--- src/rtl/jet_readout_seq.sv ---
// Readout sequencer for the z-bin jet cascade: walks the jet address space once per
// event, captures words after a fixed read latency and streams them out through a credit-managed FIFO.
module jet_readout_seq #(
  parameter int RD_LAT     = 2,
  parameter int FIFO_DEPTH = 4,
  parameter int MAX_JETS   = 255
) (
  input  logic        clk,
  input  logic        rstb,
  input  logic        all_done,
  input  logic [7:0]  Nmax,
  input  logic [31:0] final_cluster_out,
  output logic [7:0]  final_cluster_addr,
  output logic        event_done,
  output logic [31:0] jet_data,
  output logic        jet_valid,
  output logic        jet_last,
  output logic        jet_empty,
  input  logic        jet_ready,
  output logic        busy,
  output logic        clipped,
  output logic [15:0] evt_count
);

  localparam int AW = $clog2(FIFO_DEPTH);
  localparam int CW = AW + 1;
  localparam logic [CW:0] DEPTH_V = (CW+1)'(FIFO_DEPTH);
  localparam logic [7:0]  MAX_V   = 8'(MAX_JETS);

  typedef enum logic [1:0] {IDLE, ISSUE, DRAIN, DONE} state_t;

  state_t            state;
  logic              all_done_q;
  logic [7:0]        n_jets;
  logic [CW-1:0]     inflight;
  logic [CW-1:0]     fifo_count;
  logic [AW-1:0]     wr_ptr;
  logic [AW-1:0]     rd_ptr;
  logic [RD_LAT-1:0] rd_vld_p;
  logic [RD_LAT-1:0] rd_last_p;
  logic [31:0]       mem_data  [FIFO_DEPTH];
  logic              mem_last  [FIFO_DEPTH];
  logic              mem_empty [FIFO_DEPTH];

  logic credit_ok, issue, last_issue, zero_push, cap, push, pop;

  function automatic logic [7:0] sat_jets(input logic [7:0] n);
    return (n > MAX_V) ? MAX_V : n;
  endfunction

  assign credit_ok  = ({1'b0, inflight} + {1'b0, fifo_count}) < DEPTH_V;
  assign issue      = (state == ISSUE) && (n_jets != 8'd0) && credit_ok;
  assign last_issue = issue && (final_cluster_addr == n_jets - 8'd1);
  assign zero_push  = (state == ISSUE) && (n_jets == 8'd0);
  assign cap        = rd_vld_p[RD_LAT-1];
  assign push       = cap | zero_push;
  assign pop        = jet_valid & jet_ready;

  // FIFO head drives the stream; gated to zero while empty
  assign jet_valid = (fifo_count != '0);
  assign jet_data  = jet_valid ? mem_data[rd_ptr] : 32'h0;
  assign jet_last  = jet_valid & mem_last[rd_ptr];
  assign jet_empty = jet_valid & mem_empty[rd_ptr];

  always_ff @(posedge clk or negedge rstb) begin
    if (!rstb) begin
      state              <= IDLE;
      all_done_q         <= 1'b0;
      n_jets             <= 8'd0;
      final_cluster_addr <= 8'd0;
      event_done         <= 1'b0;
      busy               <= 1'b0;
      clipped            <= 1'b0;
      evt_count          <= 16'd0;
    end else begin
      all_done_q <= all_done;
      event_done <= 1'b0;
      case (state)
        IDLE: if (all_done && !all_done_q) begin
          n_jets             <= sat_jets(Nmax);
          clipped            <= (Nmax > MAX_V);
          busy               <= 1'b1;
          final_cluster_addr <= 8'd0;
          state              <= ISSUE;
        end
        ISSUE: begin
          if (zero_push) state <= DRAIN;
          else if (last_issue) state <= DRAIN;
          else if (issue) final_cluster_addr <= final_cluster_addr + 8'd1;
        end
        DRAIN: if (inflight == '0 && fifo_count == '0) begin
          event_done <= 1'b1;
          state      <= DONE;
        end
        DONE: begin
          busy      <= 1'b0;
          evt_count <= evt_count + 16'd1;
          state     <= IDLE;
        end
        default: state <= IDLE;
      endcase
    end
  end

  // Read-latency delay line (issue -> capture) and FIFO occupancy bookkeeping
  always_ff @(posedge clk or negedge rstb) begin
    if (!rstb) begin
      rd_vld_p   <= '0;
      rd_last_p  <= '0;
      inflight   <= '0;
      fifo_count <= '0;
      wr_ptr     <= '0;
      rd_ptr     <= '0;
    end else begin
      rd_vld_p  <= (rd_vld_p << 1) | RD_LAT'(issue);
      rd_last_p <= (rd_last_p << 1) | RD_LAT'(last_issue);
      case ({issue, cap})
        2'b10:   inflight <= inflight + CW'(1);
        2'b01:   inflight <= inflight - CW'(1);
        default: inflight <= inflight;
      endcase
      case ({push, pop})
        2'b10:   fifo_count <= fifo_count + CW'(1);
        2'b01:   fifo_count <= fifo_count - CW'(1);
        default: fifo_count <= fifo_count;
      endcase
      if (push) wr_ptr <= wr_ptr + AW'(1);
      if (pop)  rd_ptr <= rd_ptr + AW'(1);
    end
  end

  // Capture stage: the word emerging from the cascade lands at the FIFO tail
  always_ff @(posedge clk) begin
    if (push) begin
      mem_data[wr_ptr]  <= zero_push ? 32'h0 : final_cluster_out;
      mem_last[wr_ptr]  <= zero_push | rd_last_p[RD_LAT-1];
      mem_empty[wr_ptr] <= zero_push;
    end
  end

endmodule

--- config.mk ---
export PLATFORM = sky130hd
export DESIGN_NAME = jet_readout_seq
export DESIGN_NICKNAME = d
export VERILOG_FILES = /design/src/rtl/jet_readout_seq.sv
export SDC_FILE = /design/constraint.sdc
export NUM_CORES = 1
export LEC_CHECK = 0
export BUFFER_PORTS_ARGS = -buffer_cell sky130_fd_sc_hd__buf_2
export CELL_PAD_IN_SITES_DETAIL_PLACEMENT = 1
export CELL_PAD_IN_SITES_GLOBAL_PLACEMENT = 2
export CORE_ASPECT_RATIO = 2
export CORE_MARGIN = 2
export CORE_UTILIZATION = 42
export CTS_CLUSTER_SIZE = 40
export DETAILED_ROUTE_END_ITERATION = 7
export HOLD_SLACK_MARGIN = 0.1
export PLACE_DENSITY_LB_ADDON = 0.1
export SYNTH_ARGS = -nofsm -noshare
export SYNTH_HDL_FRONTEND = slang
export SYNTH_SLANG_ARGS = --single-unit
--- constraint.sdc ---
create_clock -name clk -period 4 [get_ports clk]
set_input_delay 0.4 -clock clk [delete_from_list [all_inputs] [get_ports clk]]
set_output_delay 0.4 -clock clk [all_outputs]
set_load 0.02 [all_outputs]
==> out/results.txt, run 1 <==
CTS buffer count: 17
Yosys top cell area share: 50.4%
worst hold endpoint: n_jets[3]$_DFFE_PN0P_
most frequent cell after synthesis: edfxtp_1
cell area after synthesis: 0.00810 mm2
leading area contributor after synthesis: edfxtp_1
WHS Path Cells: 2
startpoint types: flip-flop
Least-Margin Pin Slew: 1.05 ns
# rows: 71
CP max FO: 17
number of synthesized flops with an enable pin: 136
Pre-antenna DRT Iters: 4
critical path type: reg -> reg
max-cap violations: 0
CP max stage delay: 0.56 ns
Yosys cell types: 47
worst path cell trace: inv_1 -> ha_1 -> inv_1 -> or3_1 -> a2111oi_4 -> or2_1 -> o311ai_1
Pint: 4.59 mW
Detailed Route WL: 17.1 mm
IO Port Bufs: 104
Clock Power Share: 23.9%
flop2flop setup slack: 1.06 ns
Core Box Area: 0.0188 mm2
RSZ-0062 raised after global routing: false
clk sinks: 187
CP most frequent cell: inv_1
# setup viols final: 0
pre-CTS setup slack: 1.02 ns
number of global-route vias before repair: 5,165
Slowest-stage cell, CP: a2111oi_4
r2r endpoint: final_cluster_addr[5]$_DFFE_PN0P_
Fmax: 0.340 GHz
ys async rst share: 27.3%
Max-slew headroom: 29.7%
post-DP HPWL: 11.7 mm
routed len/inst: 19.3 um
combinational power share: 36.5%
Max clock buf depth: 2
Final Max Tran Viols: 0
die height: 200 um
Worst VDD drop: 0.363 mV
Area Overhead vs Synth: 18.3%
CTS tree: yes
Skew-Pair Late Insertion Delay: 0.43 ns
top_reg_cell synth: edfxtp_1
Worst Skew: 0.0125 ns
setup ws final: 1.06 ns
antenna violations before repair: 1
critical path startpoint: state[1]$_DFFE_PN0P_
Mapped Cells: 506
leak pwr: 3.67 nW
Tmin final: 2.94 ns
Flop pwr share: 39.6%
Worst Reg-to-Reg Cells: 7
FF-to-FF Start: state[1]$_DFFE_PN0P_
Tcrit/Tclk final: 73.6%
proportion of layout cells with a drive suffix above 1: 31.3%
DIE AREA: 0.0205 mm2
syn_area_per_cell: 16.0 um2
run status: finished clean
# DRC: 0
DR vias/cell: 5.04
Fin Setup TNS: 0 ns
Detailed Route Iter0 Violations: 140
number of post-CTS setup repair buffers: 0
Clk pin slew, worst setup/hold paths: 0.07 ns
Final Hold Fails: 0
die width: 102 um
Power Dens Cells: 742 mW/mm2
largest net degree at the start of global routing: 37
via count: 4,478
Final ANT Viol Nets: 0
crit end category: flip-flop
CTS-repair resized insts: 0
largest cells by area after synthesis: edfxtp_1 50%, dfrtp_1 16%, mux4_2 9.5%, and2_1 5.3%, ha_1 2.6%
GRT overflow: 0
crit path DAT: 3.24 ns
clock root buffer: clkbuf_16
Sw Ratio: 35.3%
H-tree level count: 4
GR Util All Layers: 18.0%
Hold Crit Class: in -> reg
hold path start: Nmax[3]
final net count: 683
sequential share of the synthesized area: 66.2%
Ys Warns: 0
# diodes: 0
Initial Utilization: 43.0%
Post-synth top cells: 136 x edfxtp_1, 68 x and2_1, 51 x dfrtp_1
switching power: 2.51 mW
GPL Wtd Cong: 0.688
syn_nets: 569
flops & latches, synth: 187
first-pass GRT wire length: 27.7 mm
# IOs: 106
required time worst endpoint: 4.30 ns
[state kept, by name, summed over array words and instances (netlist names), 3 cells and up]
signal / cells
mem_data: 128
evt_count: 16
final_cluster_addr: 8
n_jets: 8
mem_empty: 4
mem_last: 4
fifo_count: 3
inflight: 3
[power by group through the flow]
stage / registers [mW] / logic [mW] / clock network (mW)
2_1_floorplan: 2.73 / 1.91 / 0
3_3_place_gp: 2.83 / 2.60 / 0
3_5_place_dp: 2.86 / 2.66 / 0
4_1_cts: 2.82 / 2.67 / 1.73
5_1_grt: 2.87 / 2.84 / 1.80
6_report: 2.81 / 2.59 / 1.70
[worst max-delay path: cells and delay by family, from the launching register on]
family,cells,cell delay [ns]
AOI/OAI and AO/OA,2,0.72
adders and majority gates,1,0.54
buffers and inverters,2,0.29
DFF,1,0.42
and+or+nand+nor,2,0.84
[cell families (layout without fill, tap and decap cells)]
family | count (synthesis) | after routing | synth area share, %
flops | 187 | 187 | 66.2
simple gates | 154 | 154 | 10.9
mux | 48 | 48 | 11.4
buf+inv | 38 | 165 | 1.96
xor+xnor | 34 | 34 | 3.68
compound gates | 25 | 25 | 2.64
fa+ha+maj | 19 | 19 | 3.12
other cells | 1 | 1 | 0.0463
[layout by cell type (no fill, tap or decap), drive strengths merged, types with 5 or more instances in the layout]
master / instances
xnor2: 17
dfrtp: 51
nand2: 17
nor2: 13
clkinvlp: 5
inv: 18
buf: 113
and2: 68
nand3b: 6
o21ai: 13
xor2: 17
ha: 17
nand2b: 7
mux2: 11
nor3: 7
nand3: 13
clkbuf: 21
mux4: 34
edfxtp: 136
and3: 6
[layer usage]
layer	track usage (%)	vias up	share of wire (%)
li1	-	2081	-
met1	19.1	2300	35
met2	34.2	73	60
met3	3.49	22	3.1
met4	6.24	2	1.6
met5	0	-	0.076
[per-stage QoR]
stage          hold slack, ns  area [um2]  instances  util, %  total power, mW
2_1_floorplan           0.104        8100        506        -             4.64
3_3_place_gp            0.334        8970        854     47.6             5.43
3_5_place_dp            0.344        8970        854     47.6             5.52
4_1_cts                 0.181        9580        888     50.9             7.23
5_1_grt                 0.178        9580        888     50.9             7.51
6_report                0.191        9580        888     50.9             7.10
[worst max-delay path by stage]
| stage | slack, ns | to | depth (start not counted) |
|---|---|---|---|
| 4_1_cts | 1.02 | final_cluster_addr[5]$_DFFE_PN0P_ | 7 |
| 3_5_place_dp | 1.02 | final_cluster_addr[5]$_DFFE_PN0P_ | 7 |
| 3_3_place_gp | 1.15 | fifo_count[2]$_DFFE_PN0P_ | 9 |
| 2_1_floorplan | 0.78 | mem_data[0][0]$_DFFE_PP_ | 6 |
| 6_report | 1.06 | final_cluster_addr[5]$_DFFE_PN0P_ | 7 |
| 5_1_grt | 0.84 | final_cluster_addr[7]$_DFFE_PN0P_ | 7 |
[timing repair]
item                       CTS  global route
setup endpoints to repair    0             0
hold buffers                 2             0
hold endpoints to repair    23             0
[cell type report]
cell class,count,area (um2)
timing repair buffer,115,633
fill,1896,9260
inverter,18,67.6
tap,255,319
sequential,187,5360
multi-input combinational,281,2610
clock buffer,21,440
clock inverter,11,146
(Power assumes the default switching activity.)
==> run 2: changes to the inputs <==
- CORE_UTILIZATION: 42 -> 38
- clock period: 4 -> 2.55 ns (I/O delays scaled with it)
==> out/results.txt, run 2 (synthesis results as in run 1) <==
run status: finished clean
leak pwr: 3.80 nW (+3.6%)
die width: 107 um (+4.9%)
clock root buffer: clkbuf_16
Critical path buffers and inverters: 2 (unchanged)
Hold Crit Class: in -> reg
Worst Reg-to-Reg Cells: 8 (+1)
DIE AREA: 0.0226 mm2 (+10%)
first-pass GRT wire length: 28.7 mm (+3.6%)
Least-Margin Pin Slew: 0.698 ns (-0.355 ns)
Initial Utilization: 38.7% (-4.3 points)
Fin Setup TNS: 0 ns (unchanged)
FF-to-FF Start: n_jets[1]$_DFFE_PN0P_
WHS Path Cells: 2 (unchanged)
crit path DAT: 2.75 ns (-0.49 ns)
GR Util All Layers: 17.1% (-0.93 points)
CP max stage delay: 0.41 ns (-0.15 ns)
H-tree level count: 4 (unchanged)
Final Max Tran Viols: 0 (unchanged)
# setup viols final: 0 (unchanged)
# diodes: 0 (unchanged)
RSZ-0062 raised after global routing: false
Clk pin slew, worst setup/hold paths: 0.07 ns (about the same)
largest register by flop count: mem_data
Skew-Pair Late Insertion Delay: 0.43 ns (about the same)
GRT overflow: 0 (unchanged)
Final ANT Viol Nets: 0 (unchanged)
Worst path top cell family by delay: simple AND/OR/NAND/NOR gates
Max-slew headroom: 53.5% (+24 points)
hold path start: final_cluster_out[28]
Worst Hold Margin: 0.175 ns (-0.0158 ns)
Power Dens Cells: 1150 mW/mm2 (+54%)
post-DP HPWL: 12.0 mm (+2.9%)
most frequent cells in the layout: 136 x edfxtp_1, 104 x buf_2, 68 x and2_1
non-filler cells, final: 923 (+3.9%)
Worst VDD drop: 0.530 mV (+46%)
largest net degree at the start of global routing: 52 (+41%)
metal2 WL: 10.3 mm (+0.80%)
max-cap violations: 0 (unchanged)
DR vias/cell: 5.00 (-0.91%)
Tot Pwr: 11.3 mW (+59%)
Fmax: 0.412 GHz (+21%)
Tcrit/Tclk final: 95.2% (+22 points)
Slowest-stage cell, CP: or3_4
placed instance count: 881 (+3.2%)
Detailed Route WL: 17.7 mm (+3.1%)
M1 WL: 6.20 mm (+2.5%)
max reg flops: 128 (unchanged)
flop2flop setup slack: 0.12 ns (-0.93 ns)
critical path type: reg -> reg
Detailed Route Iter0 Violations: 152 (+8.6%)
clk sinks: 187 (unchanged)
required time worst endpoint: 2.87 ns (-1.43 ns)
startpoint types: flip-flop
# DRC: 0 (unchanged)
routed len/inst: 19.1 um (-0.78%)
metal3 WL: 599 um (+14%)
proportion of layout cells with a drive suffix above 1: 33.8% (+2.5 points)
IO Port Bufs: 104 (unchanged)
CTS tree: yes
Area Overhead vs Synth: 21.4%
Worst Skew: 0.0102 ns (-0.00227 ns)
crit end category: flip-flop
Filler cells: 2,121 (+12%)
Core Box Area: 0.0209 mm2 (+11%)
GPL Wtd Cong: 0.784 (+14%)
worst hold endpoint: mem_data[2][28]$_DFFE_PP_
Top Metal Used: met5
r2r endpoint: final_cluster_addr[4]$_DFFE_PN0P_
CP max FO: 8 (-9)
# rows: 75 (+5.6%)
CTS buffer count: 17 (unchanged)
number of global-route vias before repair: 5,381 (+4.2%)
worst path cell trace: inv_1 -> ha_1 -> and4b_2 -> or3_4 -> a2111oi_4 -> buf_4 -> nor3_1 -> a211o_1
Tmin final: 2.43 ns (-0.516 ns)
Final Hold Fails: 0 (unchanged)
die height: 210 um (+5.0%)
Max clock buf depth: 2 (unchanged)
final net count: 705 (+3.2%)
via count: 4,612 (+3.0%)
antenna violations before repair: 1 (unchanged)
commonest non-fill, non-tap cell in the layout: edfxtp_1
Pre-antenna DRT Iters: 5 (+1)
Largest regs: mem_data (128), evt_count (16)
# IOs: 106 (unchanged)
==> run 2: cell types whose count changed in the layout (fill, tap and decap cells not counted), sizes merged <==
cell	before	now
buf	113	127
dlygate4sd3	2	10
clkinv	3	8
clkbuf	21	17
clkinvlp	5	2
inv	18	20
bufinv	3	2
==> run 2: area by class of cell <==
cell class | count | area, um2 | share of cell area [%]
timing repair buffer | 137 | 868 | 8.83
multi-input combinational | 281 | 2620 | 26.7
inverter | 18 | 67.6 | 0.687
clock buffer | 17 | 425 | 4.33
sequential | 187 | 5360 | 54.5
tap | 269 | 337 | 3.42
clock inverter | 14 | 148 | 1.50
==> run 2: repair_timing <==
action,in CTS,in global routing
setup endpoints to repair,0,10
setup buffers,0,1
resized for setup,0,5
hold buffers,10,0
hold endpoints to repair,60,0
==> run 2: worst max path at each step <==
stage | start | to | slack [ns] | depth (start not counted)
after floorplan | n_jets[3]$_DFFE_PN0P_ | mem_data[0][0]$_DFFE_PP_ | -0.006 | 6
after global placement | n_jets[3]$_DFFE_PN0P_ | inflight[2]$_DFFE_PN0P_ | 0.15 | 9
after detailed placement | n_jets[1]$_DFFE_PN0P_ | fifo_count[2]$_DFFE_PN0P_ | 0.07 | 12
after CTS | n_jets[1]$_DFFE_PN0P_ | fifo_count[2]$_DFFE_PN0P_ | 0.06 | 12
after global routing | n_jets[3]$_DFFE_PN0P_ | inflight[2]$_DFFE_PN0P_ | 0.01 | 9
final | n_jets[1]$_DFFE_PN0P_ | final_cluster_addr[4]$_DFFE_PN0P_ | 0.12 | 8
==> run 2: routing by layer <==
metal  up-vias  global-route usage, %
met2        93                   32.4
met4         2                   8.42
li1       2125                      -
met1      2363                   17.2
met3        29                   3.49
met5         -                      0
==> run 2: per-stage QoR <==
step	setup slack, ns	util [%]	cell area (um2)
floorplan	-0.00644	-	8110
global placement	0.148	43.7	9140
detailed placement	0.0667	43.7	9140
CTS	0.0588	46.9	9810
global route	0.00973	47.0	9830
finish	0.123	47.0	9830
==> run 2: worst reg2reg max path, stage by stage (launching register included) <==
cell       delay [ns]
dfrtp_1          0.39
inv_1            0.08
ha_1             0.22
and4b_2          0.30
or3_4            0.41
a2111oi_4        0.41
buf_4            0.23
nor3_1           0.06
a211o_1          0.22
==> run 2: where the power goes <==
group	switching, mW	internal [mW]	total [mW]
Clock	1.14	1.44	2.58
Combinational	2.40	2.01	4.42
Sequential	0.451	3.81	4.26
Total	4.00	7.26	11.3
==> run 3: changes to the inputs <==
- CORE_MARGIN: 2 -> unset
- CTS_BUF_LIST: unset -> sky130_fd_sc_hd__clkbuf_8 sky130_fd_sc_hd__clkbuf_16
==> out/results.txt, run 3 (synthesis results as in run 1) <==
CTS tree: yes
CP max stage delay: 0.48 ns (+0.07 ns)
largest net degree at the start of global routing: 36 (-31%)
clock root buffer: clkbuf_16
Worst VDD drop: 0.471 mV (-11%)
Final Hold Fails: 0 (unchanged)
die width: 105 um (-1.9%)
worst path cell trace: inv_1 -> ha_1 -> nor3b_1 -> xnor2_1 -> nand4_1 -> a2111oi_4 -> o31a_4 -> mux2_4
GRT overflow: 0 (unchanged)
Least-Margin Pin Slew: 0.537 ns (-0.161 ns)
Skew-Pair Late Insertion Delay: 0.43 ns (about the same)
Worst path top cell family by delay: compound AO/OA/AOI/OAI gates
Hold Crit Class: in -> reg
clk sinks: 187 (unchanged)
Max clock buf depth: 2 (unchanged)
antenna violations before repair: 1 (unchanged)
max reg flops: 128 (unchanged)
IO Port Bufs: 104 (unchanged)
Slowest-stage cell, CP: a2111oi_4
DR vias/cell: 4.99 (-0.13%)
Tcrit/Tclk final: 93.3% (-1.8 points)
first-pass GRT wire length: 28.5 mm (-0.79%)
WHS Path Cells: 2 (unchanged)
# setup viols final: 0 (unchanged)
Detailed Route WL: 17.6 mm (-0.39%)
hold path start: Nmax[5]
Worst Hold Margin: 0.128 ns (-0.0476 ns)
largest register by flop count: mem_data
r2r endpoint: state[1]$_DFFE_PN0P_
flop2flop setup slack: 0.17 ns (+0.05 ns)
FF-to-FF Start: n_jets[1]$_DFFE_PN0P_
Critical path buffers and inverters: 1 (-1)
number of global-route vias before repair: 5,302 (-1.5%)
# IOs: 106 (unchanged)
critical path type: reg -> reg
CP max FO: 5 (-3)
Detailed Route Iter0 Violations: 129 (-15%)
# DRC: 0 (unchanged)
leak pwr: 3.79 nW (-0.32%)
most frequent cells in the layout: 136 x edfxtp_1, 104 x buf_2, 68 x and2_1
# diodes: 0 (unchanged)
Area Overhead vs Synth: 21.3% (about the same)
Initial Utilization: 38.7% (unchanged)
max-cap violations: 0 (unchanged)
final net count: 705 (unchanged)
Fmax: 0.420 GHz (+2.0%)
Worst Skew: 0.00730 ns (-0.00290 ns)
crit path DAT: 2.70 ns (-0.05 ns)
via count: 4,611 (-0.022%)
CTS buffer count: 17 (unchanged)
Largest regs: mem_data (128), evt_count (16)
commonest non-fill, non-tap cell in the layout: edfxtp_1
Final Max Tran Viols: 0 (unchanged)
post-DP HPWL: 11.9 mm (-1.5%)
routed len/inst: 19.0 um (-0.50%)
proportion of layout cells with a drive suffix above 1: 33.6% (-0.20 points)
GPL Wtd Cong: 0.778 (-0.83%)
run status: finished clean
startpoint types: flip-flop
GR Util All Layers: 17.4% (+0.37 points)
post-layout util: 46.9% (about the same)
Worst Reg-to-Reg Cells: 8 (unchanged)
Pre-antenna DRT Iters: 4 (-1)
crit end category: flip-flop
# rows: 75 (unchanged)
Core Box Area: 0.0209 mm2 (unchanged)
worst hold endpoint: n_jets[5]$_DFFE_PN0P_
Max-slew headroom: 64.2% (+11 points)
required time worst endpoint: 2.87 ns (about the same)
DIE AREA: 0.0219 mm2 (-2.8%)
H-tree level count: 4 (unchanged)
Tmin final: 2.38 ns (-0.0467 ns)
RSZ-0062 raised after global routing: false
die height: 208 um (-0.95%)
Power Dens Cells: 1140 mW/mm2 (about the same)
Final ANT Viol Nets: 0 (unchanged)
Clk pin slew, worst setup/hold paths: 0.07 ns (about the same)
-- run 3: cell type report --
class,instances,area (um2)
flip-flops and latches,187,5360
fillers,2106,11100
multi-input cells,281,2630
clock buffers,17,425
inverters,18,67.6
well taps,269,337
clock inverters,15,145
repair buffers,137,853
-- run 3: stage by stage --
step | TNS (ns) | cell area (um2) | worst slack [ns] | power (mW) | std cells
2_1_floorplan | -0.875 | 8110 | -0.00644 | 7.28 | 506
3_3_place_gp | 0 | 9130 | 0.128 | 8.66 | 882
3_5_place_dp | 0 | 9130 | 0.00908 | 8.79 | 882
4_1_cts | 0 | 9800 | 0.0536 | 11.4 | 923
5_1_grt | 0 | 9820 | 0.0120 | 11.9 | 924
6_report | 0 | 9820 | 0.170 | 11.2 | 924
-- run 3: worst reg2reg max path, stage by stage (launching register included) --
cell       delay (ns)
dfrtp_1          0.42
inv_1            0.10
ha_1             0.19
nor3b_1          0.24
xnor2_1          0.15
nand4_1          0.21
a2111oi_4        0.48
o31a_4           0.20
mux2_4           0.29
-- run 3: report_power, final --
part	switching [mW]	internal [mW]	total [mW]
registers	0.424	3.81	4.24
clock network	1.14	1.44	2.58
logic	2.44	1.99	4.43
total	4.00	7.24	11.2
-- run 3: timing repair --
action,CTS,global route
resized for setup,1,6
buffers inserted,0,1
pin swaps,0,2
hold buffers,9,0
hold endpoints to repair,29,0
endpoints found under the setup margin,1,9
-- run 3: how the worst max path moves through the flow --
stage,slack (ns),start,endpoint,cells past startpoint
2_1_floorplan,-0.006,n_jets[3]$_DFFE_PN0P_,mem_data[0][0]$_DFFE_PP_,6
3_3_place_gp,0.13,n_jets[3]$_DFFE_PN0P_,inflight[2]$_DFFE_PN0P_,9
3_5_place_dp,0.009,inflight[2]$_DFFE_PN0P_,final_cluster_addr[3]$_DFFE_PN0P_,7
4_1_cts,0.05,inflight[2]$_DFFE_PN0P_,state[1]$_DFFE_PN0P_,7
5_1_grt,0.01,n_jets[1]$_DFFE_PN0P_,fifo_count[2]$_DFFE_PN0P_,12
6_report,0.17,n_jets[1]$_DFFE_PN0P_,state[1]$_DFFE_PN0P_,8
-- run 3: per-layer routing --
metal / up-vias / track usage [%] / wire, um
li1: 2138 / - / -
met2: 95 / 34.1 / 10400
met5: - / 0 / 13
met4: 2 / 6.95 / 364
met1: 2351 / 17.5 / 6290
met3: 25 / 3.45 / 507
